### config.mk
export PLATFORM = sky130hd
export DESIGN_NAME = rr_mux_arbiter
export DESIGN_NICKNAME = d
export VERILOG_FILES = /design/src/rtl/rr_mux_arbiter_pkg.sv /design/src/rtl/rr_mux_arbiter_mux4to1.sv /design/src/rtl/rr_mux_arbiter.sv
export SDC_FILE = /design/constraint.sdc
export NUM_CORES = 1
export LEC_CHECK = 0
export CAP_MARGIN = 25
export CELL_PAD_IN_SITES_DETAIL_PLACEMENT = 1
export CELL_PAD_IN_SITES_GLOBAL_PLACEMENT = 2
export CORE_MARGIN = 1.5
export CORE_UTILIZATION = 12
export CTS_BUF_LIST = sky130_fd_sc_hd__clkbuf_4
export DETAILED_ROUTE_END_ITERATION = 12
export GPL_TIMING_DRIVEN = 1
export PLACE_DENSITY_LB_ADDON = 0.05
export SKIP_CTS_REPAIR_TIMING = 1
export SLEW_MARGIN = 20
export SYNTH_ARGS = -nofsm -noshare
export SYNTH_HDL_FRONTEND = slang
export SYNTH_SLANG_ARGS = --single-unit
### constraint.sdc
create_clock -name clk -period 2.15 [get_ports clk]
set_input_delay 0.43 -clock clk [delete_from_list [all_inputs] [get_ports clk]]
set_output_delay 0.43 -clock clk [all_outputs]
set_load 0.02 [all_outputs]
### src/rtl/rr_mux_arbiter_pkg.sv
// Shared types and defaults for the round-robin mux arbiter.
// Also provides the rotating-priority pick helper.
package rr_mux_arbiter_pkg;

    typedef enum logic {
        IDLE  = 1'b0,
        GRANT = 1'b1
    } state_t;

    localparam int MAX_BURST_DEFAULT = 4;
    localparam int NREQ = 4;

    // First set bit of req, scanning ptr, ptr+1, ... modulo 4.
    function automatic logic [1:0] rr_pick(
        input logic [3:0] req,
        input logic [1:0] ptr
    );
        logic [1:0] idx;
        logic       found;
        rr_pick = 2'd0;
        found   = 1'b0;
        for (int i = 0; i < NREQ; i++) begin
            idx = ptr + 2'(i);
            if (!found && req[idx]) begin
                rr_pick = idx;
                found   = 1'b1;
            end
        end
    endfunction

endpackage

### src/rtl/rr_mux_arbiter_mux4to1.sv
// XLEN-wide 4:1 data selector.
// Pure combinational; driven by the arbiter's registered sel.
module mux4to1 #(
    parameter int XLEN = 32
) (
    input  logic [1:0]      sel,
    input  logic [XLEN-1:0] d0,
    input  logic [XLEN-1:0] d1,
    input  logic [XLEN-1:0] d2,
    input  logic [XLEN-1:0] d3,
    output logic [XLEN-1:0] y
);

    always_comb begin
        y = d0;
        unique case (sel)
            2'd0: y = d0;
            2'd1: y = d1;
            2'd2: y = d2;
            2'd3: y = d3;
        endcase
    end

endmodule

### src/rtl/rr_mux_arbiter.sv
// Four-way round-robin burst arbiter with a 4:1 data mux.
// Grants last until final beat, MAX_BURST beats, or request drop.
module rr_mux_arbiter
    import rr_mux_arbiter_pkg::*;
#(
    parameter int XLEN      = 32,
    parameter int MAX_BURST = MAX_BURST_DEFAULT
) (
    input  logic            clk,
    input  logic            rst,
    input  logic [3:0]      req,
    input  logic [3:0]      last,
    input  logic [XLEN-1:0] din0,
    input  logic [XLEN-1:0] din1,
    input  logic [XLEN-1:0] din2,
    input  logic [XLEN-1:0] din3,
    input  logic            out_ready,
    output logic            out_valid,
    output logic [XLEN-1:0] out_data,
    output logic [3:0]      gnt,
    output logic [1:0]      sel,
    output logic            busy
);

    localparam logic [3:0] BURST = 4'(MAX_BURST);

    state_t     state, state_n;
    logic [1:0] sel_q, sel_n;
    logic [1:0] ptr_q, ptr_n;
    logic [3:0] cnt_q, cnt_n;
    logic       xfer;
    logic       rel;

    assign busy      = (state == GRANT);
    assign out_valid = busy & req[sel_q];
    assign xfer      = out_valid & out_ready;
    assign sel       = sel_q;
    assign gnt       = busy ? (4'b0001 << sel_q) : 4'b0000;

    always_ff @(posedge clk) begin
        if (rst) begin
            state <= IDLE;
            sel_q <= 2'd0;
            ptr_q <= 2'd0;
            cnt_q <= 4'd0;
        end else begin
            state <= state_n;
            sel_q <= sel_n;
            ptr_q <= ptr_n;
            cnt_q <= cnt_n;
        end
    end

    always_comb begin
        state_n = state;
        sel_n   = sel_q;
        ptr_n   = ptr_q;
        cnt_n   = cnt_q;
        rel     = 1'b0;
        case (state)
            IDLE: begin
                if (|req) begin
                    state_n = GRANT;
                    sel_n   = rr_pick(req, ptr_q);
                    cnt_n   = 4'd0;
                end
            end
            GRANT: begin
                // All release causes collapse into one, so ptr steps once.
                rel = !req[sel_q]
                    || (xfer && last[sel_q])
                    || (xfer && (cnt_q + 4'd1 == BURST));
                if (rel) begin
                    state_n = IDLE;
                    cnt_n   = 4'd0;
                    ptr_n   = sel_q + 2'd1;
                end else if (xfer) begin
                    cnt_n = cnt_q + 4'd1;
                end
            end
        endcase
    end

    mux4to1 #(
        .XLEN(XLEN)
    ) u_mux (
        .sel(sel_q),
        .d0 (din0),
        .d1 (din1),
        .d2 (din2),
        .d3 (din3),
        .y  (out_data)
    );

endmodule
==> results of run 1 <==
-- cell type report --
| type | count | area share (%) |
|---|---|---|
| multi-input combinational | 129 | 30.86 |
| tap | 172 | 5.677 |
| clock buffer | 4 | 0.7921 |
| inverter | 37 | 3.663 |
| timing repair buffer | 216 | 54.06 |
| sequential | 9 | 4.950 |
-- cell usage in the layout (no fill, tap or decap), types with 2 or more instances in the layout --
| cell | netlist | final |
|---|---|---|
| clkdlybuf4s50_1 | 0 | 141 |
| inv_1 | 37 | 36 |
| mux2i_1 | 37 | 36 |
| buf_4 | 1 | 33 |
| a222oi_1 | 32 | 32 |
| buf_2 | 1 | 23 |
| a21oi_1 | 8 | 8 |
| nor2_1 | 7 | 7 |
| dfxtp_1 | 9 | 7 |
| buf_6 | 2 | 6 |
| nand2_1 | 5 | 5 |
| dlymetal6s2s_1 | 0 | 5 |
| buf_12 | 0 | 5 |
| and2_1 | 4 | 4 |
| nand3_1 | 4 | 4 |
| clkbuf_4 | 0 | 4 |
| ha_4 | 0 | 3 |
| o21ai_0 | 2 | 2 |
| a31oi_1 | 2 | 2 |
| ha_1 | 6 | 2 |
| dfxtp_4 | 0 | 2 |
-- critical path, stage by stage (launching register included) --
cell and delay (ns):
dfxtp_4 0.36, ha_2 0.22, buf_6 0.14, buf_4 0.15, a222oi_1 0.34, mux2i_1 0.12
buf_2 0.18
-- path summary, 6_finish.rpt --
path / startpoint / end / slack [ns]
setup / recovery: sel[0] / out_data[3] / -0.05
hold reg to reg: cnt_q[1] / cnt_q[1] / 0.48
setup reg to reg: sel[1] / ptr_q[0] / 0.40
hold / removal: cnt_q[1] / cnt_q[1] / 0.48
-- cell usage after synthesis --
master | number | share of area, %
a211oi_1 | 1 | 0.49
a21oi_1 | 8 | 2.6
a222oi_1 | 32 | 21
a2bb2oi_2 | 1 | 0.98
a31oi_1 | 2 | 0.81
and2_1 | 4 | 1.6
and2_2 | 1 | 0.49
and4bb_2 | 1 | 0.81
buf_2 | 1 | 0.33
buf_4 | 1 | 0.49
buf_6 | 2 | 1.5
clkbuf_1 | 15 | 3.7
dfxtp_1 | 9 | 12
ha_1 | 6 | 4.9
inv_1 | 37 | 9.0
mux2_4 | 1 | 0.98
mux2i_1 | 37 | 24
nand2_1 | 5 | 1.2
nand2b_1 | 1 | 0.41
nand3_1 | 4 | 1.3
nand3b_1 | 1 | 0.49
nand4b_1 | 1 | 0.57
nor2_1 | 7 | 1.7
nor2b_1 | 1 | 0.41
nor3_1 | 1 | 0.33
nor3_2 | 1 | 0.65
nor4_1 | 1 | 0.41
o211ai_1 | 1 | 0.49
o21a_1 | 1 | 0.49
o21ai_0 | 2 | 0.65
o21ai_1 | 1 | 0.33
o221ai_1 | 1 | 0.57
o22a_2 | 1 | 0.65
o22ai_1 | 1 | 0.41
o22ai_2 | 1 | 0.81
o41ai_4 | 1 | 1.8
or2b_1 | 1 | 0.49
or4_1 | 1 | 0.49
-- cells by family after synthesis --
group                    Yosys count  share of synthesized area, %
buffers and inverters             56                         14.98
AO/OA/AOI/OAI                     54                         31.92
multiplexers                      38                         25.08
AND/OR/NAND/NOR                   31                         11.40
flip-flops                         9                         11.73
adder cells (fa/ha/maj)            6                         4.886
-- where the power goes --
group          internal, mW  total (mW)  switching [mW]
sequential            0.176       0.189          0.0132
clock                0.0840       0.141          0.0570
combinational         0.526       0.931           0.405
-- routing by layer --
metal	vias to the layer above	global-route usage [%]	wire [um]
met1	1156	15.36	3735
met5	-	0	0
met4	0	2.439	70
met3	4	1.920	624
met2	82	25.73	5080
li1	1150	-	-
-- flip-flops by register name, summed over array words and instances (netlist names) --
register / cells
ptr_q: 2
cnt_q: 4
sel: 2
busy: 1
-- stage by stage --
step	cell area (um^2)	setup TNS [ns]	worst slack, ns	instances
floorplan	1545	0	0.04854	194
global placement	3731	-5.070	-0.2600	559
detailed placement	3731	-5.384	-0.2656	559
CTS	3761	-14.34	-0.5384	563
global route	3791	-2.335	-0.1779	567
finish	3791	-0.1843	-0.05319	567
==> flow_summary.yaml, run 1 <==
grt:
  grt_overflow: 0
  grt_max_degree: 21
  grt_usage_pct: 13.23
  first_global_vias: 2339
  grt_pass1_wl_mm: 13.72
  antenna_found_initial: 0
synthesis:
  synth_nets: 339
  synthCells: 194
  synth.avg_cell_area_um2: 7.920
  synth_warnings: 0
  netlist_area_um2: 1536
  synth-seq-cells: 9
  synth_seq_area_share_pct: 11.73
  ys_types: 38
timing:
  slew_headroom_pct: 72.98
  fin_crit_sh_pct: 102.5
  grt_setup_unrepaired: "true"
  fin_ws_ns: -0.05319
  holdWs_ns: 0.4820
  fin_skew_ns: 0.002146
  fmax_ghz: 0.4539
  setup_viol: 10
  period_needed_ns: 2.203
  drv_slew: 0
  tightest_slew_ns: 0.4040
  hold_viol: 0
floorplanning:
  die_h_um: 116.2
  rows: 41
  core_um2: 12570
  initial_core_util_pct: 12.22
  die-area_um2: 13490
  top_level_ports: 179
  die_x_um: 116.2
clock_network:
  cts_made_buffers: 3
  h-tree-depth: 1
  path_clk_slew_ns: 0.06
  clkLatencyLatePin_ns: 0.25
  cts_buffer_depth: 2
  cts_root_buf: "clkbuf_4"
  cts_tree: "yes"
  cts.sinks: 9
power:
  p_per_area_nw_per_um2: 332.7
  p_leak_nw: 1.783
  vdd_drop_max_v: 0.0001450
  power_mw: 1.261
worst_setup_path:
  worst-setup-path-type: "register to output pin"
  rr_worst_depth: 6
  arrival_ns: 1.77
  critPathRequiredTime_ns: 1.72
  endpoint_kind: "output pin"
  cp-start-kind: "register"
  cp_max_fo: 7
routing:
  detail-route-antenna-nets: 0
  wl_per_cell_um: 16.77
  routed_wl_mm: 9.510
  dr.pass1.iters: 6
  vias_per_cell: 4.219
  drc: 0
  drt_iter0_drc: 208
  vias: 2392
run_status:
  violations: "negative setup slack"
  status: "complete, but fails checks"
cells_and_area:
  final_util_pct: 30.16
  antenna_cells: 0
  ff_latch_area_um2: 187.7
  finalNetCount: 541
  syn_to_final_growth_pct: 146.7
  multi_input_area_um2: 1170
  drive_above_1_share_pct: 22.78
  fill_cells: 1491
run:
  drv_cap: 0
placement:
  portBuffers: 178
  gp_congestion: 0.7151
  dpl.hpwl_mm: 7.769
hold_path:
  hold_class: "register to register"
  worst_hold_path.num_cells: 2
Note: power is estimated with default switching activity, not from simulation.
==> run 2, diff against run 1 <==
--- a/config.mk
+++ b/config.mk
@@ -5,7 +5,6 @@
 export SDC_FILE = /design/constraint.sdc
 export NUM_CORES = 1
 export LEC_CHECK = 0
-export CAP_MARGIN = 25
 export CELL_PAD_IN_SITES_DETAIL_PLACEMENT = 1
 export CELL_PAD_IN_SITES_GLOBAL_PLACEMENT = 2
 export CORE_MARGIN = 1.5
==> results of run 2 <==
The final DEF is identical to that of run 1; final timing and power are the same.
==> run 3, diff against run 2 <==
--- a/config.mk
+++ b/config.mk
@@ -7,14 +7,13 @@
 export LEC_CHECK = 0
 export CELL_PAD_IN_SITES_DETAIL_PLACEMENT = 1
 export CELL_PAD_IN_SITES_GLOBAL_PLACEMENT = 2
-export CORE_MARGIN = 1.5
+export CORE_MARGIN = 2
 export CORE_UTILIZATION = 12
-export CTS_BUF_LIST = sky130_fd_sc_hd__clkbuf_4
 export DETAILED_ROUTE_END_ITERATION = 12
 export GPL_TIMING_DRIVEN = 1
 export PLACE_DENSITY_LB_ADDON = 0.05
 export SKIP_CTS_REPAIR_TIMING = 1
-export SLEW_MARGIN = 20
+export SLEW_MARGIN = 10
 export SYNTH_ARGS = -nofsm -noshare
 export SYNTH_HDL_FRONTEND = slang
 export SYNTH_SLANG_ARGS = --single-unit
==> run 3 against run 2 <==
Against the previous run:
- the flow now finishes without violations
- core utilization decreased by 0.49 points
- register-to-register slack worse by 0.02 ns
- global-route usage down 1.5 points
- sequential share of layout area up 0.081 points
- clock-buffer cell count did not move
- sequential power is essentially flat
- routed wire length shrank 4.9%
- critical endpoint is now out_data[22]
- largest cell class unchanged
- highest routed layer unchanged
==> flow_summary.yaml, run 3 (synthesized netlist as in run 1, its figures left out) <==
cells_and_area:
  antenna_cells: 0
  largest_reg_flops: 4
  finalNonFillerCells: 556
  syn_to_final_growth_pct: 142.8
  finalNetCount: 530
  drive_above_1_share_pct: 19.79
  final_common_cell: "clkdlybuf4s50_1"
  layout_common_cells: "clkdlybuf4s50_1, mux2i_1, inv_1, a222oi_1, buf_4"
  final_area_um2: 3730
  top_register: "cnt_q"
grt:
  grt_usage_pct: 11.76
  grt_pass1_wl_mm: 12.50
  grt_max_degree: 25
  antenna_found_initial: 0
  first_global_vias: 2325
  grt_overflow: 0
worst_setup_path:
  cp_max_fo: 24
  arrival_ns: 1.70
  critPathRequiredTime_ns: 1.72
  worst-setup-path-type: "register to output pin"
  cp-start-kind: "register"
  reg2reg_slack_ns: 0.38
  endpoint_kind: "output pin"
clock_network:
  cts_made_buffers: 3
  cts_tree: "yes"
  cts_buffer_depth: 2
  cts.sinks: 9
  h-tree-depth: 1
  cts_root_buf: "clkbuf_16"
  path_clk_slew_ns: 0.04
  clkLatencyLatePin_ns: 0.23
placement:
  placed_cells: 550
  portBuffers: 178
  place_area_um2: 3689
  pre_cts_slack_ns: -0.2189
  gp_congestion: 0.6976
  dpl.hpwl_mm: 7.488
routing:
  drt_iter0_drc: 129
  detail-route-antenna-nets: 0
  dr.pass1.iters: 5
  drc: 0
  routed_wl_mm: 9.045
  wl_per_cell_um: 16.27
  vias: 2308
  vias_per_cell: 4.151
floorplanning:
  initial_core_util_pct: 12.22
  die_x_um: 117.2
  rows: 41
  die_h_um: 117.2
  top_level_ports: 179
  die-area_um2: 13730
  core_um2: 12570
timing:
  hold_viol: 0
  tightest_slew_ns: 0.4230
  fin_ws_ns: 0.01536
  setup_viol: 0
  slew_headroom_pct: 71.54
  fin_crit_sh_pct: 99.29
  drv_slew: 0
  setup_tns_ns: 0
  fmax_ghz: 0.4685
  fin_skew_ns: 0.001060
  period_needed_ns: 2.135
  grt_setup_unrepaired: "true"
hold_path:
  hold_class: "register to register"
power:
  p_leak_nw: 1.743
  power_mw: 1.413
  vdd_drop_max_v: 0.0001695
  p_per_area_nw_per_um2: 378.7
run_status:
  status: "finished clean"
run:
  drv_cap: 0
run 3: worst max-delay path, cell delays in order (launching register included):
cell and delay (ns):
dfxtp_4 0.37, buf_6 0.12, ha_4 0.16, buf_12 0.16
a222oi_1 0.36, mux2i_1 0.12, buf_2 0.18
run 3: through the flow:
step	util (%)	hold WS, ns
after floorplan	-	0.4477
after global placement	29.35	0.4632
after CTS	29.98	0.4866
after detailed placement	29.35	0.4807
after global routing	29.68	0.5241
final	29.68	0.4834
run 3: layout make-up:
class                           count  area (um^2)
Multi-Input combinational cell    129         1180
Sequential cell                     9        187.7
Inverter                           37        141.4
Fill cell                        1503         8838
Tap cell                          172        215.2
Timing Repair Buffer              205         1927
Clock buffer                        4        78.83
run 3: final timing paths:
check,cells after the start,to,start
worst max-delay path,6,out_data[22],sel[1]
worst min-delay path,2,cnt_q[1],cnt_q[1]
worst max register to register,6,ptr_q[1],sel[1]
worst min register to register,2,cnt_q[1],cnt_q[1]
run 3: where the power goes:
group          total (mW)  switching (mW)  internal [mW]
logic               0.893           0.392          0.500
registers           0.192          0.0151          0.177
clock network       0.328          0.0802          0.248
run 3: layer usage:
metal  vias to the layer above  part of all wire, %  track usage, %
li1                       1127                    -               -
met3                         4                  7.2           1.905
met5                         -                    0               0
met4                         0                 0.40           1.882
met2                       101                   53           23.30
met1                      1076                   40           13.26
